[src/rtl/world_to_pixel_pkg.sv]
// Shared types and constants for the world-to-pixel conversion pipeline.
package world_to_pixel_pkg;

    // Internal coordinate width. It is wide enough to hold a sign-extended
    // world delta, shifted left by the largest zoom-in, plus the screen
    // offset, without overflow. The design requires
    // WORLD_BITS - min(SCALE_LEVEL, 0) + 2 <= WIDE_BITS.
    localparam int WIDE_BITS = 96;

    // A point travelling through the pipeline. Stage 1 holds the camera
    // relative delta (dx, dy). Stage 2 holds the screen position (px, py).
    typedef struct packed {
        logic signed [WIDE_BITS-1:0] x;
        logic signed [WIDE_BITS-1:0] y;
    } point_rec_t;

    // Contents of one pipeline stage register: an occupancy flag plus the
    // point record.
    typedef struct packed {
        logic       valid;
        point_rec_t pt;
    } stage_t;

    // Screen centre column. The screen centre maps to the camera position.
    function automatic int half_width(input int pixel_width);
        return pixel_width / 2;
    endfunction

    // Screen centre row.
    function automatic int half_height(input int pixel_height);
        return pixel_height / 2;
    endfunction

endpackage

[src/rtl/world_to_pixel_pipe_stage_reg.sv]
// Reusable elastic stage register that carries one point record.
//
// Handshake: a transfer happens on a rising edge where valid and ready are
// both 1. Valid must not depend on ready. Ready here is combinational from
// the stage's own occupancy and the downstream ready. This lets a full
// stage accept a new point in the same cycle it hands its old point on,
// so the stage adds no bubble.
module pipe_stage_reg
    import world_to_pixel_pkg::*;
(
    input  logic       clk_in,
    input  logic       rst_n_in,
    input  logic       up_valid,
    input  point_rec_t up_pt,
    output logic       up_ready,
    input  logic       dn_ready,
    output stage_t     stage
);

    // The stage can load when it is empty or when its current point leaves now.
    assign up_ready = !stage.valid || dn_ready;

    // Load or drain the stage. The payload is only written for real points.
    always_ff @(posedge clk_in or negedge rst_n_in) begin
        if (!rst_n_in) begin
            stage <= '0;
        end else if (up_ready) begin
            stage.valid <= up_valid;
            if (up_valid) begin
                stage.pt <= up_pt;
            end
        end
    end

endmodule

[src/rtl/world_to_pixel.sv]
// Converts world coordinates to screen pixels relative to a latched camera.
// Stage 1 subtracts the camera position. Stage 2 applies the zoom and the
// screen-centre offset. Visibility and the pixel outputs are decoded from
// the stage-2 register, so they stay stable while downstream stalls.
module world_to_pixel
    import world_to_pixel_pkg::*;
#(
    parameter int PIXEL_WIDTH  = 1280,
    parameter int PIXEL_HEIGHT = 720,
    parameter int WORLD_BITS   = 32,
    parameter int SCALE_LEVEL  = 0,
    parameter int CNT_BITS     = 16
) (
    input  logic                            clk_in,
    input  logic                            rst_n_in,
    input  logic signed [WORLD_BITS-1:0]    camera_x_in,
    input  logic signed [WORLD_BITS-1:0]    camera_y_in,
    input  logic                            cam_update_in,
    input  logic signed [WORLD_BITS-1:0]    world_x_in,
    input  logic signed [WORLD_BITS-1:0]    world_y_in,
    input  logic                            valid_in,
    output logic                            ready_out,
    output logic [$clog2(PIXEL_WIDTH)-1:0]  hcount_out,
    output logic [$clog2(PIXEL_HEIGHT)-1:0] vcount_out,
    output logic                            visible_out,
    output logic                            valid_out,
    input  logic                            ready_in,
    output logic [CNT_BITS-1:0]             visible_count_out,
    output logic [CNT_BITS-1:0]             culled_count_out
);

    localparam int HW       = $clog2(PIXEL_WIDTH);
    localparam int VW       = $clog2(PIXEL_HEIGHT);
    localparam int EXT_BITS = WIDE_BITS - WORLD_BITS;
    localparam int SHIFT    = (SCALE_LEVEL >= 0) ? SCALE_LEVEL : -SCALE_LEVEL;

    localparam logic signed [WIDE_BITS-1:0] HALF_W = WIDE_BITS'(half_width(PIXEL_WIDTH));
    localparam logic signed [WIDE_BITS-1:0] HALF_H = WIDE_BITS'(half_height(PIXEL_HEIGHT));
    localparam logic signed [WIDE_BITS-1:0] PIX_W  = WIDE_BITS'(PIXEL_WIDTH);
    localparam logic signed [WIDE_BITS-1:0] PIX_H  = WIDE_BITS'(PIXEL_HEIGHT);
    localparam logic [CNT_BITS-1:0]         CNT_ONE = CNT_BITS'(1);

    // Camera shadow registers and the camera value seen by stage 1 this cycle.
    logic signed [WORLD_BITS-1:0] cam_x, cam_y;
    logic signed [WORLD_BITS-1:0] cam_x_eff, cam_y_eff;
    logic signed [WORLD_BITS-1:0] dx, dy;

    // Pipeline records.
    point_rec_t s1_in, s2_in;
    stage_t     s1, s2;
    logic       s2_up_ready;

    // Stage-2 datapath.
    logic signed [WIDE_BITS-1:0] s1_x, s1_y;
    logic signed [WIDE_BITS-1:0] sx, sy;
    logic signed [WIDE_BITS-1:0] px, py;
    logic                        on_screen;
    logic                        out_xfer;

    // Capture the camera on an update pulse.
    always_ff @(posedge clk_in or negedge rst_n_in) begin
        if (!rst_n_in) begin
            cam_x <= '0;
            cam_y <= '0;
        end else if (cam_update_in) begin
            cam_x <= camera_x_in;
            cam_y <= camera_y_in;
        end
    end

    // Stage 1 input: camera-relative delta. The delta wraps at WORLD_BITS and is
    // then sign-extended. A point accepted in the update cycle already sees the
    // new camera.
    always_comb begin
        cam_x_eff = cam_update_in ? camera_x_in : cam_x;
        cam_y_eff = cam_update_in ? camera_y_in : cam_y;
        dx        = world_x_in - cam_x_eff;
        dy        = world_y_in - cam_y_eff;
        s1_in.x   = {{EXT_BITS{dx[WORLD_BITS-1]}}, dx};
        s1_in.y   = {{EXT_BITS{dy[WORLD_BITS-1]}}, dy};
    end

    pipe_stage_reg u_stage1 (
        .clk_in   (clk_in),
        .rst_n_in (rst_n_in),
        .up_valid (valid_in),
        .up_pt    (s1_in),
        .up_ready (ready_out),
        .dn_ready (s2_up_ready),
        .stage    (s1)
    );

    assign s1_x = $signed(s1.pt.x);
    assign s1_y = $signed(s1.pt.y);

    // Zoom. Zooming out is an arithmetic right shift, which rounds toward minus
    // infinity. Zooming in is a left shift inside the wide internal format.
    generate
        if (SCALE_LEVEL >= 0) begin : g_zoom_out
            assign sx = s1_x >>> SHIFT;
            assign sy = s1_y >>> SHIFT;
        end else begin : g_zoom_in
            assign sx = s1_x <<< SHIFT;
            assign sy = s1_y <<< SHIFT;
        end
    endgenerate

    // Stage 2 input: move the origin from the screen centre to the top-left corner.
    always_comb begin
        s2_in.x = sx + HALF_W;
        s2_in.y = sy + HALF_H;
    end

    pipe_stage_reg u_stage2 (
        .clk_in   (clk_in),
        .rst_n_in (rst_n_in),
        .up_valid (s1.valid),
        .up_pt    (s2_in),
        .up_ready (s2_up_ready),
        .dn_ready (ready_in),
        .stage    (s2)
    );

    // Output decode. An empty stage reports not-visible with zero coordinates.
    always_comb begin
        px          = $signed(s2.pt.x);
        py          = $signed(s2.pt.y);
        on_screen   = s2.valid
                      && !px[WIDE_BITS-1] && (px < PIX_W)
                      && !py[WIDE_BITS-1] && (py < PIX_H);
        valid_out   = s2.valid;
        visible_out = on_screen;
        hcount_out  = on_screen ? px[HW-1:0] : '0;
        vcount_out  = on_screen ? py[VW-1:0] : '0;
        out_xfer    = s2.valid && ready_in;
    end

    // Statistics. A camera update starts a fresh count window. That window
    // includes the point transferring in the update cycle, if there is one.
    always_ff @(posedge clk_in or negedge rst_n_in) begin
        if (!rst_n_in) begin
            visible_count_out <= '0;
            culled_count_out  <= '0;
        end else if (cam_update_in) begin
            visible_count_out <= (out_xfer && on_screen)  ? CNT_ONE : '0;
            culled_count_out  <= (out_xfer && !on_screen) ? CNT_ONE : '0;
        end else if (out_xfer) begin
            if (on_screen) begin
                if (visible_count_out != '1) begin
                    visible_count_out <= visible_count_out + CNT_ONE;
                end
            end else begin
                if (culled_count_out != '1) begin
                    culled_count_out <= culled_count_out + CNT_ONE;
                end
            end
        end
    end

endmodule

[config.mk]
export PLATFORM = sky130hd
export DESIGN_NAME = world_to_pixel
export DESIGN_NICKNAME = d
export VERILOG_FILES = /design/src/rtl/world_to_pixel_pkg.sv /design/src/rtl/world_to_pixel_pipe_stage_reg.sv /design/src/rtl/world_to_pixel.sv
export SDC_FILE = /design/constraint.sdc
export NUM_CORES = 1
export LEC_CHECK = 0
export ABC_AREA = 1
export CAP_MARGIN = 20
export CORE_AREA = 2 2 206 208
export DETAILED_ROUTE_END_ITERATION = 10
export DIE_AREA = 0 0 208 210
export GPL_ROUTABILITY_DRIVEN = 0
export PLACE_DENSITY = 0.67
export SLEW_MARGIN = 40
export SYNTH_ARGS = -nofsm -noshare
export SYNTH_HDL_FRONTEND = slang
export SYNTH_SLANG_ARGS = --single-unit
[constraint.sdc]
create_clock -name clk_in -period 3.9 [get_ports clk_in]
set_input_delay 0.39 -clock clk_in [delete_from_list [all_inputs] [get_ports clk_in]]
set_output_delay 0.39 -clock clk_in [all_outputs]
set_load 0.02 [all_outputs]
-- Word-level counts from Yosys, hierarchy flattened
Cells that the tools add are included.
- register bits: 354
- add/subtract/negate cells: 6
- $lt $le $gt $ge: 2
- equal/unequal tests: 3
- multiplexer cells: 14
- reduce and logical (&&, ||, !) cells: 22
- operators with widths (operator ; count):
    $mux 16 ; 8
    $lt 96x11->1 const B ; 1
    $lt 96x12->1 const B ; 1
    $mux 32 ; 2
    $sub 32x32->32 ; 2
    $add 32x10->33 const B ; 1
    $add 32x11->33 const B ; 1
    $add 16x1->16 const B ; 2
    $ne 16x16->1 const B ; 2
    $mux 11 ; 1
    $mux 10 ; 1
    $reduce_bool 2->1 ; 4
    $logic_and 1x1->1 ; 7
    $reduce_and 3->1 ; 2
    $logic_not 1->1 ; 5
    $reduce_and 2->1 ; 2
    $logic_or 1x1->1 ; 2
    $mux 1 ; 2
    $ne 2x2->1 const B ; 1

-- Logic depth before layout (Yosys ltp)
- depth after elaboration: 9
- mapped depth: 20

-- Modules after synthesis
A second synthesis with hierarchy kept.
- cell total of the unflattened synthesis: 4310
- area, all modules: 30661.9 um^2
- by module, submodules not included (module ; instances ; cells each ; area an instance (um^2)):
    world_to_pixel ; 1 ; 2638 ; 15529.9
    pipe_stage_reg ; 2 ; 836 ; 7566.0

-- Worst setup path before layout
OpenSTA, ideal clock, no wires.
- kind: input port to flip-flop
- start: in cam_update_in
- end: reg u_stage1.stage[112] in the netlist's numbering
- library setup time: 0.131 ns
- arrival time: 2.545 ns
- slack: 1.223 ns
- stages: 19
- path buffers: 4
- path through: buf_2 -> inv_1 -> buf_2 -> buf_2 -> buf_2 -> nand2_1 -> nand2_1 -> ha_1 -> fa_1 -> inv_1 -> nand3_1 -> nand3_1 -> nand2_1 -> nand2_1 -> nand3_1 -> nand2_1 -> nand2_1 -> nand3_1 -> o21ai_0
- cells in the longest elaborated chain, start to end: 2
- ends and longest elaborated chain (item ; line ; RTL):
    from (decl) ; world_to_pixel.sv:18 ; input logic cam_update_in,
    $mux 32 ; world_to_pixel.sv:75 ; cam_x_eff = cam_update_in ? camera_x_in : cam_x;
    via cam_x_eff[0] ; world_to_pixel.sv:45 ; logic signed [WORLD_BITS-1:0] cam_x_eff, cam_y_eff;
    $sub 32x32->32 ; world_to_pixel.sv:77 ; dx = world_x_in - cam_x_eff;
    to (decl) ; world_to_pixel_pipe_stage_reg.sv:17 ; output stage_t stage
The timed path passes the listed nets, and every way through them passes these cells.
A chain may end at the register's enable or synchronous reset.

-- Worst setup path in the final report
- start: reg u_stage2.stage[112] in the netlist's numbering
- end: out hcount_out[9]
- cells in the longest elaborated chain, start to end: 5
- ends and longest elaborated chain (item ; line ; RTL):
    from (decl) ; world_to_pixel_pipe_stage_reg.sv:17 ;
    $lt 96x12->1 ; world_to_pixel.sv:129 ; && !px[WIDE_BITS-1] && (px < PIX_W)
    $logic_and 1x1->1 ; world_to_pixel.sv:129 ;
    $logic_and 1x1->1 (2 in series) ; world_to_pixel.sv:130 ; && !py[WIDE_BITS-1] && (py < PIX_H);
    $mux 11 ; world_to_pixel.sv:133 ; hcount_out = on_screen ? px[HW-1:0] : '0;
    to (decl) ; world_to_pixel.sv:23 ; output logic [$clog2(PIXEL_WIDTH)-1:0] hcount_out,
Every way passes these cells.

==> flow_summary.yaml <==
die:
  initial_core_util_pct: 38.7
  die_y_um: 210
  core_sq_um: 41500
  die_w_um: 208
  placementRows: 75
  ios: 189
  dieArea_sq_um: 43700
cells_and_area:
  fin_area_sq_um: 19400
  drive_above_1_share_pct: 5.90
  nets: 2813
  antennaDiodeCount: 0
  layout-area-overhead-vs-synth_pct: 21.2
  nFillCells: 4215
global_routing:
  antenna_found_initial: 3
  grtUsageMet3_pct: 3.31
  top_usage_layer: "met2"
  groute.layer.met1.usage_pct: 30.6
  track_usage_pct: 20.9
  met2_usage_pct: 31.8
  grt-ovfl-total: 0
  grt_max_degree: 98
  grt_pass1_wl_um: 75600
  grt_pass1_vias: 15100
synthesis:
  yosysSeqAreaShare_pct: 35.6
  synth_warnings: 0
  synth_edf_count: 0
  yosys.area.top_type: "dfrtp_1"
  ys_types: 43
  netlist_instances: 2438
  ys_seq_elements: 228
  postSynthAreaPerCell_sq_um: 6.58
  synth.most_common_cell: "nand2_1"
  syn_nets: 2639
  yosys-top-cells-area: "dfrtp_1 (36%), nand2_1 (19%), inv_1 (9.9%)"
  ys.flop_type: "dfrtp_1"
  yosysTopAreaCellShare_pct: 35.6
  synth_commonest_cells: "nand2_1 (814), inv_1 (421), dfrtp_1 (228)"
  syn_area_sq_um: 16000
  async_flop_share_pct: 100
cts:
  clkTransAtPathRegs_ns: 0.06
  root_buffer: "clkbuf_16"
  cts_buffer_depth: 3
  clock_latency_ns: 0.56
  cts_resized: 0
  h-tree-depth: 1
  clock_sinks: 228
  cts_setup_buffers: 0
  cts-hold-fix-buffers: 1
  numCtsBuffers: 27
  cts_tree: "built"
worst_setup_path:
  cp_cell_sequence: "nor2_1 -> nand2_1 -> nor4_1 -> nand3_1 -> nor2_1 -> nand3_1 -> buf_4 -> nor2_1 -> clkdlybuf4s50_1"
  critical_path_class: "flip-flop to output pin"
  critical_path_required_ns: 3.51
  critPathMaxFanout: 22
  cp_slowest_cell: "clkdlybuf4s50_1"
  crit_top_cell: "nor2_1"
  cp.arrival_ns: 2.83
  crit_path_end_kind: "output pin"
  timing.reg2reg.setup_slack_ns: 1.58
  cp-start-kind: "flip-flop"
  max_stage_delay_ns: 0.66
route:
  drtPass1Iterations: 5
  dr_total_vias: 15400
  totalWireLength_um: 45300
  wl_per_cell_um: 14.3
  dr.first_iter.drc_count: 1011
  post-route-drc-count: 0
  vias_per_cell: 4.87
  ant_nets: 0
timing:
  final.setup_skew_ns: 0.0131
  fmax_mhz: 310
  tightest_slew_ns: 0.701
  finalSetupViolCount: 0
  hold_viol_final: 0
  setup_tns_ns: 0
  slew-limit-headroom_pct: 53.3
  slew_viol_final: 0
  rsz0062_at_grt: "no"
  period_share_pct: 82.6
  period_needed_ns: 3.22
power_and_ir_drop:
  ir_drop_uv: 311
  p_leak_uw: 0.0102
  power-per-cell-area_nw_per_um2: 435
  power_uw: 8450
place:
  dp_hpwl_um: 34900
  port-buffer-count: 188
  post_dp_cell_area_sq_um: 18500
flow_run:
  drv.max_cap_violation_count: 0
status:
  status: "finished, final reports clean"
min_path:
  hold_class: "input pin to async pin"
## power breakdown
group / internal (uW) / switching, uW
Clock: 1680 / 1030
Sequential: 2880 / 419
Combinational: 899 / 1540
## sequential cells by signal, summed over array words and instances, names as in the netlist
| register | count |
|---|---|
| cam_x | 32 |
| cam_y | 32 |
| culled_count_out | 16 |
| u_stage1.stage | 65 |
| u_stage2.stage | 67 |
| visible_count_out | 16 |
## kinds of logic (layout without fill, tap and decap cells)
group           Yosys count  in the layout  synth area share, %
flops                   228            228                 35.6
buf+inv                 484            675                 11.6
xor+xnor                 64             64                 3.50
compound gates          215            215                 7.00
simple gates           1379           1379                 37.0
fa+ha+maj                68             68                 5.40
## metrics by stage
step | util, % | setup slack, ns | instances | hold slack (ns)
floorplan | - | 1.22 | 2438 | 0.0944
global placement | 44.5 | 0.680 | 3120 | 0.457
detailed placement | 44.5 | 0.704 | 3120 | 0.460
CTS | 46.8 | 0.669 | 3167 | 0.391
global route | 46.9 | 0.444 | 3168 | 0.320
finish | 46.9 | 0.679 | 3168 | 0.302
## final cells by class
class	instances	area (sq um)	area share [%]
multi-input combinational	1726	8480	43.6
clock buffer	34	752	3.87
sequential	228	5710	29.4
inverter	427	1610	8.26
tap	539	674	3.47
clock inverter	12	194	0.998
timing repair buffer	202	2030	10.4
## routing by layer
metal | wire length (um) | vias to the layer above
met2 | 18700 | 506
met4 | 1170 | 2
met3 | 3060 | 82
met5 | 12 | -
met1 | 22300 | 6946
li1 | - | 7879
## worst max-delay path, delay by kind of cell (launching register included)
family                 cells  cell delay [ns]
AND/OR/NAND/NOR            7             1.00
flip-flops                 1             0.37
buffers and inverters      2             0.88
## placed cells by master, fill, tap and decap left out, types with 7 or more instances in the layout
master and count:
ha_1 66, or2_2 63, nand3b_1 8, a31oi_1 9, nor2_1 204, inv_1 419, nand3_1 180, o22ai_1 8
nor2_2 7, clkbuf_16 27, o21ai_1 16, a21oi_1 41, and2_1 7, dfrtp_1 228, buf_4 10, xnor2_1 26
nor3_1 27, o21ai_0 131, xor2_1 38, clkdlybuf4s50_1 186, nand2_1 812, nand4_1 40
## worst paths after layout
kind | startpoint | cells past startpoint | end
setup / recovery | u_stage2.stage[112] | 9 | hcount_out[9]
hold / removal | rst_n_in | 2 | visible_count_out[10]
setup reg to reg | cam_y[0] | 14 | u_stage1.stage[16]
hold reg to reg | cam_y[7] | 2 | cam_y[7]
max in group asynchronous | rst_n_in | 4 | cam_y[18]
min in group clk_in | camera_y_in[31] | 3 | cam_y[31]
No activity file was read; power rests on OpenSTA's default activity.
